--- src/rtl/pid_ctrl_pipe.sv ---
// Two-stage PID steering controller: a signed heading error becomes left/right wheel speeds
// around a forward speed. Stage 1 registers the P/D products and the integrator; stage 2 sums and mixes.
module pid_ctrl_pipe #(
  parameter int ERR_W     = 12,
  parameter int SAT_W     = 10,
  parameter int DSAT_W    = 7,
  parameter int I_W       = 15,
  parameter int I_SHIFT   = 6,
  parameter int PID_W     = 14,
  parameter int OUT_SHIFT = 3,
  parameter int FWD_W     = 10,
  parameter int SPD_W     = 11
) (
  input  logic                    clk,
  input  logic                    rst,
  input  logic                    moving,
  input  logic                    err_vld,
  input  logic signed [ERR_W-1:0] error,
  input  logic [FWD_W-1:0]        frwrd,
  input  logic [4:0]              p_coeff,
  input  logic [5:0]              d_coeff,
  input  logic [1:0]              mode,
  output logic signed [SPD_W-1:0] lft_spd,
  output logic signed [SPD_W-1:0] rght_spd,
  output logic                    spd_vld
);

  localparam int SAT_MAX  = 2**(SAT_W-1) - 1;
  localparam int SAT_MIN  = -(2**(SAT_W-1));
  localparam int DSAT_MAX = 2**(DSAT_W-1) - 1;
  localparam int DSAT_MIN = -(2**(DSAT_W-1));
  localparam logic signed [SPD_W-1:0] SPD_MAX = {1'b0, {(SPD_W-1){1'b1}}};
  localparam logic signed [SPD_W-1:0] SPD_MIN = {1'b1, {(SPD_W-1){1'b0}}};

  // stage-1 state and error history
  logic signed [SAT_W-1:0] err1_q, err1_d, err2_q, err2_d;
  logic signed [PID_W-1:0] p_q, p_d, d_q, d_d;
  logic signed [I_W-1:0]   acc_q, acc_d;
  logic                    i_en_q, i_en_d;
  // vld_pipe_q[0] = stage-1 valid, vld_pipe_q[1] = output strobe
  logic [1:0]              vld_pipe_q, vld_pipe_d;
  logic signed [SPD_W-1:0] lft_q, lft_d, rght_q, rght_d;

  logic signed [SAT_W-1:0]  err_sat;
  logic signed [SAT_W:0]    d_diff;
  logic signed [DSAT_W-1:0] d_sat;
  logic signed [I_W-1:0]    acc_add;
  logic                     i_ovf;
  logic signed [PID_W-1:0]  i_term, pid_sum;
  logic signed [SPD_W:0]    mix, fwd_ext, l_sum, r_sum;

  function automatic logic signed [SPD_W-1:0] sat_spd(input logic signed [SPD_W:0] v);
    if (v[SPD_W] != v[SPD_W-1]) return v[SPD_W] ? SPD_MIN : SPD_MAX;
    return v[SPD_W-1:0];
  endfunction

  always_comb begin
    err_sat = error[SAT_W-1:0];
    if (error > ERR_W'(SAT_MAX))      err_sat = SAT_W'(SAT_MAX);
    else if (error < ERR_W'(SAT_MIN)) err_sat = SAT_W'(SAT_MIN);

    d_diff = (SAT_W+1)'(err_sat) - (SAT_W+1)'(err2_q);
    d_sat  = d_diff[DSAT_W-1:0];
    if (d_diff > (SAT_W+1)'(DSAT_MAX))      d_sat = DSAT_W'(DSAT_MAX);
    else if (d_diff < (SAT_W+1)'(DSAT_MIN)) d_sat = DSAT_W'(DSAT_MIN);

    // anti-windup: a same-sign add that flips the sign leaves the accumulator alone
    acc_add = acc_q + I_W'(err_sat);
    i_ovf   = (acc_q[I_W-1] == err_sat[SAT_W-1]) && (acc_add[I_W-1] != acc_q[I_W-1]);
  end

  always_comb begin
    err1_d        = err1_q;
    err2_d        = err2_q;
    p_d           = p_q;
    d_d           = d_q;
    i_en_d        = i_en_q;
    acc_d         = acc_q;
    vld_pipe_d[0] = 1'b0;
    if (err_vld) begin
      err1_d = err_sat;
      err2_d = err1_q;
    end
    if (!moving) begin
      acc_d = '0;
    end else if (err_vld) begin
      p_d    = PID_W'(err_sat * $signed({1'b0, p_coeff}));
      d_d    = mode[1] ? PID_W'(d_sat * $signed({1'b0, d_coeff})) : '0;
      i_en_d = mode[0];
      if (mode[0] && !i_ovf) acc_d = acc_add;
      vld_pipe_d[0] = 1'b1;
    end
  end

  always_comb begin
    i_term  = i_en_q ? PID_W'(acc_q >>> I_SHIFT) : '0;
    pid_sum = p_q + i_term + d_q;
    mix     = (SPD_W+1)'(pid_sum >>> OUT_SHIFT);
    fwd_ext = $signed((SPD_W+1)'(frwrd));
    l_sum   = fwd_ext + mix;
    r_sum   = fwd_ext - mix;

    lft_d         = lft_q;
    rght_d        = rght_q;
    vld_pipe_d[1] = 1'b0;
    if (!moving) begin
      lft_d  = '0;
      rght_d = '0;
    end else if (vld_pipe_q[0]) begin
      lft_d         = sat_spd(l_sum);
      rght_d        = sat_spd(r_sum);
      vld_pipe_d[1] = 1'b1;
    end
  end

  always_ff @(posedge clk or posedge rst) begin
    if (rst) begin
      err1_q     <= '0;
      err2_q     <= '0;
      p_q        <= '0;
      d_q        <= '0;
      i_en_q     <= 1'b0;
      acc_q      <= '0;
      vld_pipe_q <= '0;
      lft_q      <= '0;
      rght_q     <= '0;
    end else begin
      err1_q     <= err1_d;
      err2_q     <= err2_d;
      p_q        <= p_d;
      d_q        <= d_d;
      i_en_q     <= i_en_d;
      acc_q      <= acc_d;
      vld_pipe_q <= vld_pipe_d;
      lft_q      <= lft_d;
      rght_q     <= rght_d;
    end
  end

  assign lft_spd  = lft_q;
  assign rght_spd = rght_q;
  assign spd_vld  = vld_pipe_q[1];

endmodule

--- config.mk ---
export PLATFORM = sky130hd
export DESIGN_NAME = pid_ctrl_pipe
export DESIGN_NICKNAME = d
export VERILOG_FILES = /design/src/rtl/pid_ctrl_pipe.sv
export SDC_FILE = /design/constraint.sdc
export NUM_CORES = 1
export LEC_CHECK = 0
export ABC_AREA = 1
export BUFFER_PORTS_ARGS = -buffer_cell sky130_fd_sc_hd__buf_2
export CORE_MARGIN = 1.5
export CORE_UTILIZATION = 35
export DETAILED_ROUTE_END_ITERATION = 10
export HOLD_SLACK_MARGIN = 0.02
export PLACE_DENSITY = 0.62
export SYNTH_ARGS = -nofsm -noshare
export SYNTH_HDL_FRONTEND = slang
export SYNTH_SLANG_ARGS = --single-unit
export TNS_END_PERCENT = 20
--- constraint.sdc ---
create_clock -name clk -period 5.9 [get_ports clk]
set_input_delay 0.59 -clock clk [delete_from_list [all_inputs] [get_ports clk]]
set_output_delay 0.59 -clock clk [all_outputs]
set_load 0.005 [all_outputs]
* Yosys cells after proc, flatten, opt, wreduce, memory -nomap -nowiden *
Cells that the tools add are included.

operators by class
  eq/ne operators = 7
  $lt $le $gt $ge = 4
  $mul = 2
  reductions and logical operators = 5
  muxes and demuxes = 29
  $add $sub $neg = 6

operators with widths
  kind                                                                             number
  11-bit two-way mux                                                               10
  15-bit two-way mux                                                               3
  14-bit adder                                                                     2
  14-bit two-way mux                                                               2
  10-bit two-way mux                                                               2
  15-bit by 10-bit adder with 15-bit output                                        1
  10-bit by 6-bit multiplier with 14-bit output                                    1
  7-bit by 7-bit multiplier with 14-bit output                                     1
  7-bit two-way mux                                                                2
  11-bit by 11-bit adder with 12-bit output                                        1
  12-bit by 10-bit > comparator with 1-bit output (second input constant)          1
  12-bit by 10-bit less-than comparator with 1-bit output (second input constant)  1
  11-bit by 11-bit subtractor with 12-bit output                                   1
  11-bit by 7-bit > comparator with 1-bit output (second input constant)           1
  11-bit by 7-bit less-than comparator with 1-bit output (second input constant)   1
  10-bit by 10-bit subtractor with 11-bit output                                   1
  1-bit two-way mux                                                                10
  2-bit by 1-bit inequality test with 1-bit output (second input constant)         3
  2-bit AND reduction                                                              2
  1-bit inequality test                                                            3
  1-bit logical AND                                                                2
  1-bit == test                                                                    1
  1-bit logical NOT                                                                1

word-level totals
  logic and storage cells = 62
  output and inout port bits = 23
  flip-flop bits (word level) = 88

* Longest topological paths before layout *
  word-level depth = 11
  mapped depth = 43
  depth with buffers taken out = 42

* Least setup slack after synthesis *
OpenSTA, ideal clock, no wires.

  path kind = input -> register
  start = in error[11]
  end = reg d_q[13]
  data required time = 5.782 ns
  cell stages on the path = 37
  slack = -0.450 ns
  data arrival time = 6.232 ns
  setup time = 0.118 ns
  cell sequence = buf_2 -> inv_1 -> o21ai_1 -> clkinv_1 -> o21ai_0 -> inv_1 -> ha_1 -> nand2_1 -> nor2_1 -> nand3_1 -> nand3_1 -> nand2_1 -> nand2_1 -> nand3_1 -> nand2_4 -> buf_6 -> a21oi_1 -> fa_1 -> inv_1 -> fa_1 -> inv_1 -> fa_1 -> inv_1 -> fa_1 -> inv_1 -> ha_1 -> a21oi_1 -> o21a_1 -> nand2_1 -> nand2_1 -> nand2_1 -> nand2_1 -> nand2_1 -> nand2_1 -> nand3_1 -> nand3_1 -> nand2_1

on the way
  word-level cells in the longest chain between the ends = 9

ends and longest elaborated chain
  what                                                     RTL line  RTL
  start: declaration                                       18        input logic signed [ERR_W-1:0] error,
  12-bit by 10-bit less-than comparator with 1-bit output  60        else if (error < ERR_W'(SAT_MIN)) err_sat = SAT_W'(SAT_MIN);
  10-bit two-way mux                                       60
  10-bit two-way mux (*)                                   59        if (error > ERR_W'(SAT_MAX)) err_sat = SAT_W'(SAT_MAX);
  named net err_sat[2]                                     44        logic signed [SAT_W-1:0] err_sat;
  10-bit by 10-bit subtractor with 11-bit output (*)       62        d_diff = (SAT_W+1)'(err_sat) - (SAT_W+1)'(err2_q);
  11-bit by 7-bit less-than comparator with 1-bit output   65        else if (d_diff < (SAT_W+1)'(DSAT_MIN)) d_sat = DSAT_W'(DSAT_MIN);
  7-bit two-way mux                                        65
  7-bit two-way mux (*)                                    64        if (d_diff > (SAT_W+1)'(DSAT_MAX)) d_sat = DSAT_W'(DSAT_MAX);
  7-bit by 7-bit multiplier with 14-bit output (*)         88        d_d = mode[1] ? PID_W'(d_sat * $signed({1'b0, d_coeff})) : '0;
  14-bit two-way mux (*)                                   88
  end signal: assignment                                   121       d_q <= '0;
  end signal: assignment                                   131       d_q <= d_d;
  end: declaration                                         37        logic signed [PID_W-1:0] p_q, p_d, d_q, d_d;

The timed path passes the listed nets; every way through them passes the cells marked *.
A chain may end at the register's enable or synchronous reset.

* Final worst setup path *
  start = in error[9]
  end = reg d_q[13]

The elaborated chain is that of the path after synthesis.

==> results by group <==
Global routing
  – Initial antenna violation count: 1
  – Largest net degree at the start of global routing: 81
  – First-pass GRT wire length: 43200 um
  – Tot GR Track Use: 17.5%
  – Total grt overflow: 0
  – Via count of the first global-routing pass: 8863

Place
  – Post-DP HPWL: 21000 um
  – DP Worst Slack: -0.259 ns
  – RD Place Congestion: 0.900
  – Buffers on Ports: 61

Finish
  – Multi-input logic area: 7570 um^2
  – FF+latch area: 2200 um^2
  – Fill count: 2915
  – Nets@finish: 1708
  – Layout cells sized above 1: 21.1%
  – Commonest non-fill, non-tap cell in the layout: nand2_1
  – Final Util: 43.1%
  – Layout area overhead: 21.2%
  – Antenna diodes: 0
  – Most frequent cells in the layout: nand2_1 (328), inv_1 (206), ha_1 (95), dfrtp_1 (88), nor2_1 (86)

Setup path
  – Reg2Reg Depth: 35
  – Top cell by count, worst path: nand2_1
  – Max Fanout on Critical Path: 6
  – Critical Path Stages: 39
  – Worst setup EP type: register
  – Crit path required time: 6.15 ns
  – Crit path kind: input port to register
  – Crit-path max cell delay: 0.54 ns
  – Worst setup SP type: input port
  – CP delay by family, top: adder cells
  – Crit path DAT: 5.93 ns
  – R2r endpoint: d_q[13]
  – Worst path slowest cell: fa_1
  – Worst R2R Start: err2_q[0]
  – Reg2reg setup slack: 0.55 ns
  – Buffer and inverter count on the worst path: 9

Power and ir drop
  – Clock share of power: 8.0%
  – Overall power: 0.00775 W
  – P_sw: 0.00404 W
  – Sw frac: 52.1%
  – Comb power frac: 81.0%
  – Worst VDD drop: 330 uV
  – Cell area power density: 627 nW/um^2
  – Leak: 6.67 nW
  – Pint: 0.00371 W
  – Seq pwr share: 11.0%

Drt
  – Post-route ant nets: 0
  – Post-route DRC: 0
  – Drt wl/cell: 13.8 um
  – DRT iter0 DRCs: 387
  – Vias per cell: 4.77
  – Vias: 8937
  – First drt pass iteration count: 5
  – WL final: 25900 um

Synth
  – Post-Syn Nets: 1583
  – Mapped Cells: 1361
  – Share of flip-flops with an asynchronous set or reset: 100%
  – Share of the synthesized area in the top cell type: 21.6%
  – Synthesized area per cell: 7.50 um^2
  – Synth area leaders: dfrtp_1 (22%), fa_1 (15%), ha_1 (13%)
  – Register area share after synthesis: 21.6%
  – Syn Std Cell Area: 10200 um^2
  – Ys Warns: 0
  – Cell taking the most area after synthesis: dfrtp_1
  – Synth cell types: 52
  – Post-synth EDFFs: 0
  – Synthesis-stage register bit count: 88
  – Post-synth top flop: dfrtp_1

STA
  – Final worst slack: 0.219 ns
  – Final Hold Vio Count: 0
  – Fin crit period: 5.68 ns
  – Fmax: 0.176 GHz
  – Worst Max-Slew Pin Slew: 1.02 ns
  – Slew headroom: 31.7%
  – Slew Limit Fails: 0
  – # setup viols final: 0
  – Clock skew: 0.0131 ns
  – Fin crit share: 96.3%

Clocking
  – Hold Buf Count CTS: 0
  – Longest Clk Path Bufs: 2
  – Reg clk slew, reported paths: 0.07 ns
  – CTS Root Cell: clkbuf_16
  – TritonCTS clock tree: built
  – H-Tree Depth: 3
  – Worst skew pair latency: 0.36 ns
  – Clk sink count: 88
  – CTS Buf Count: 9

Run status
  – Status: finished, final reports clean

Floorplan
  – Starting Density: 35.6%
  – Std cell rows: 62
  – Core Area: 28700 um^2
  – Die height: 174 um
  – Die area: 30200 um^2
  – Die width: 174 um
  – IO Pins: 62

Flow run
  – Max Cap Violations: 0

Worst hold path
  – Hold Crit Class: input port to asynchronous set/reset pin
[area by class of cell]
type / instances / area share, %
clock inverters: 6 / 0.607
repair buffers: 136 / 7.25
flip-flops and latches: 88 / 17.8
inverters: 232 / 7.18
multi-input cells: 1017 / 61.2
clock buffers: 10 / 1.93
repair inverters: 2 / 0.101
well taps: 384 / 3.88
[metal layers]
layer	vias up	part of all wire, %	GRT usage, %
met4	2	0.89	2.91
li1	4556	-	-
met2	116	50	31.5
met1	4239	46	22.3
met5	-	0.035	0
met3	24	2.8	2.83
[state kept, by name, summed over array words and instances (netlist names)]
signal / flops
acc_q: 15
d_q: 14
p_q: 14
lft_spd: 11
rght_spd: 11
err1_q: 10
err2_q: 10
vld_pipe_q: 2
i_en_q: 1
[synth_stat cells (all sizes together), types with 2 or more instances]
cell type  count
clkbuf        12
o31ai          4
a211oi         2
o21a           2
nor3           5
a21o           4
nor2         102
a31oi          5
nand2        366
ha           108
nor4           2
a21boi         2
nand3b         4
fa            75
a21oi         85
clkinv         7
dfrtp         88
buf           13
nand3         94
o21bai         7
o21ai         68
a22o           2
inv          225
or2            9
o2111ai        2
xor2          30
nand4         15
xnor2         19
[worst reg2reg max path, delay by kind of cell (launching register included)]
family                     cells  cell delay (ns)
adders and majority gates      7             2.56
and+or+nand+nor               18             1.35
buffers and inverters          7             0.47
AOI/OAI and AO/OA              3             0.46
DFF                            1             0.41
[cell families after synthesis]
logic type | share of synthesized area [%]
buf+inv | 9.94
xor+xnor | 4.46
mux | 0.110
fa+ha+maj | 27.9
flops | 21.6
compound gates | 10.1
simple gates | 25.9
[power groups by stage]
stage | registers (W) | logic (W) | clock network (W)
floorplan | 0.000839 | 0.00430 | 0
global placement | 0.000866 | 0.00578 | 0
detailed placement | 0.000869 | 0.00585 | 0
CTS | 0.000860 | 0.00589 | 0.000637
global route | 0.000877 | 0.00713 | 0.000659
finish | 0.000855 | 0.00628 | 0.000617
[how the worst max path moves through the flow]
stage / start / to
3_3_place_gp: error[9] / d_q[13]
3_5_place_dp: error[9] / d_q[13]
2_1_floorplan: error[11] / d_q[13]
5_1_grt: error[11] / d_q[13]
6_report: error[9] / d_q[13]
4_1_cts: error[9] / d_q[13]
[through the flow]
stage          setup TNS, ns  instances  hold slack, ns  cell area (um^2)
2_1_floorplan              0       1361           0.453             10500
3_3_place_gp          -0.296       1848           0.457             11600
3_5_place_dp           -1.20       1848           0.462             11600
4_1_cts                    0       1864           0.110             11900
5_1_grt              -0.0916       1875           0.119             12400
6_report                   0       1875           0.112             12400
[repair_timing]
action / 4_1_cts / 5_1_grt
endpoints found under the setup margin: 0 / 8
endpoints found under the hold margin: 0 / 0
buffers inserted: 0 / 8
gates resized for setup: 0 / 87
Note: power is estimated with default switching activity, not from simulation.
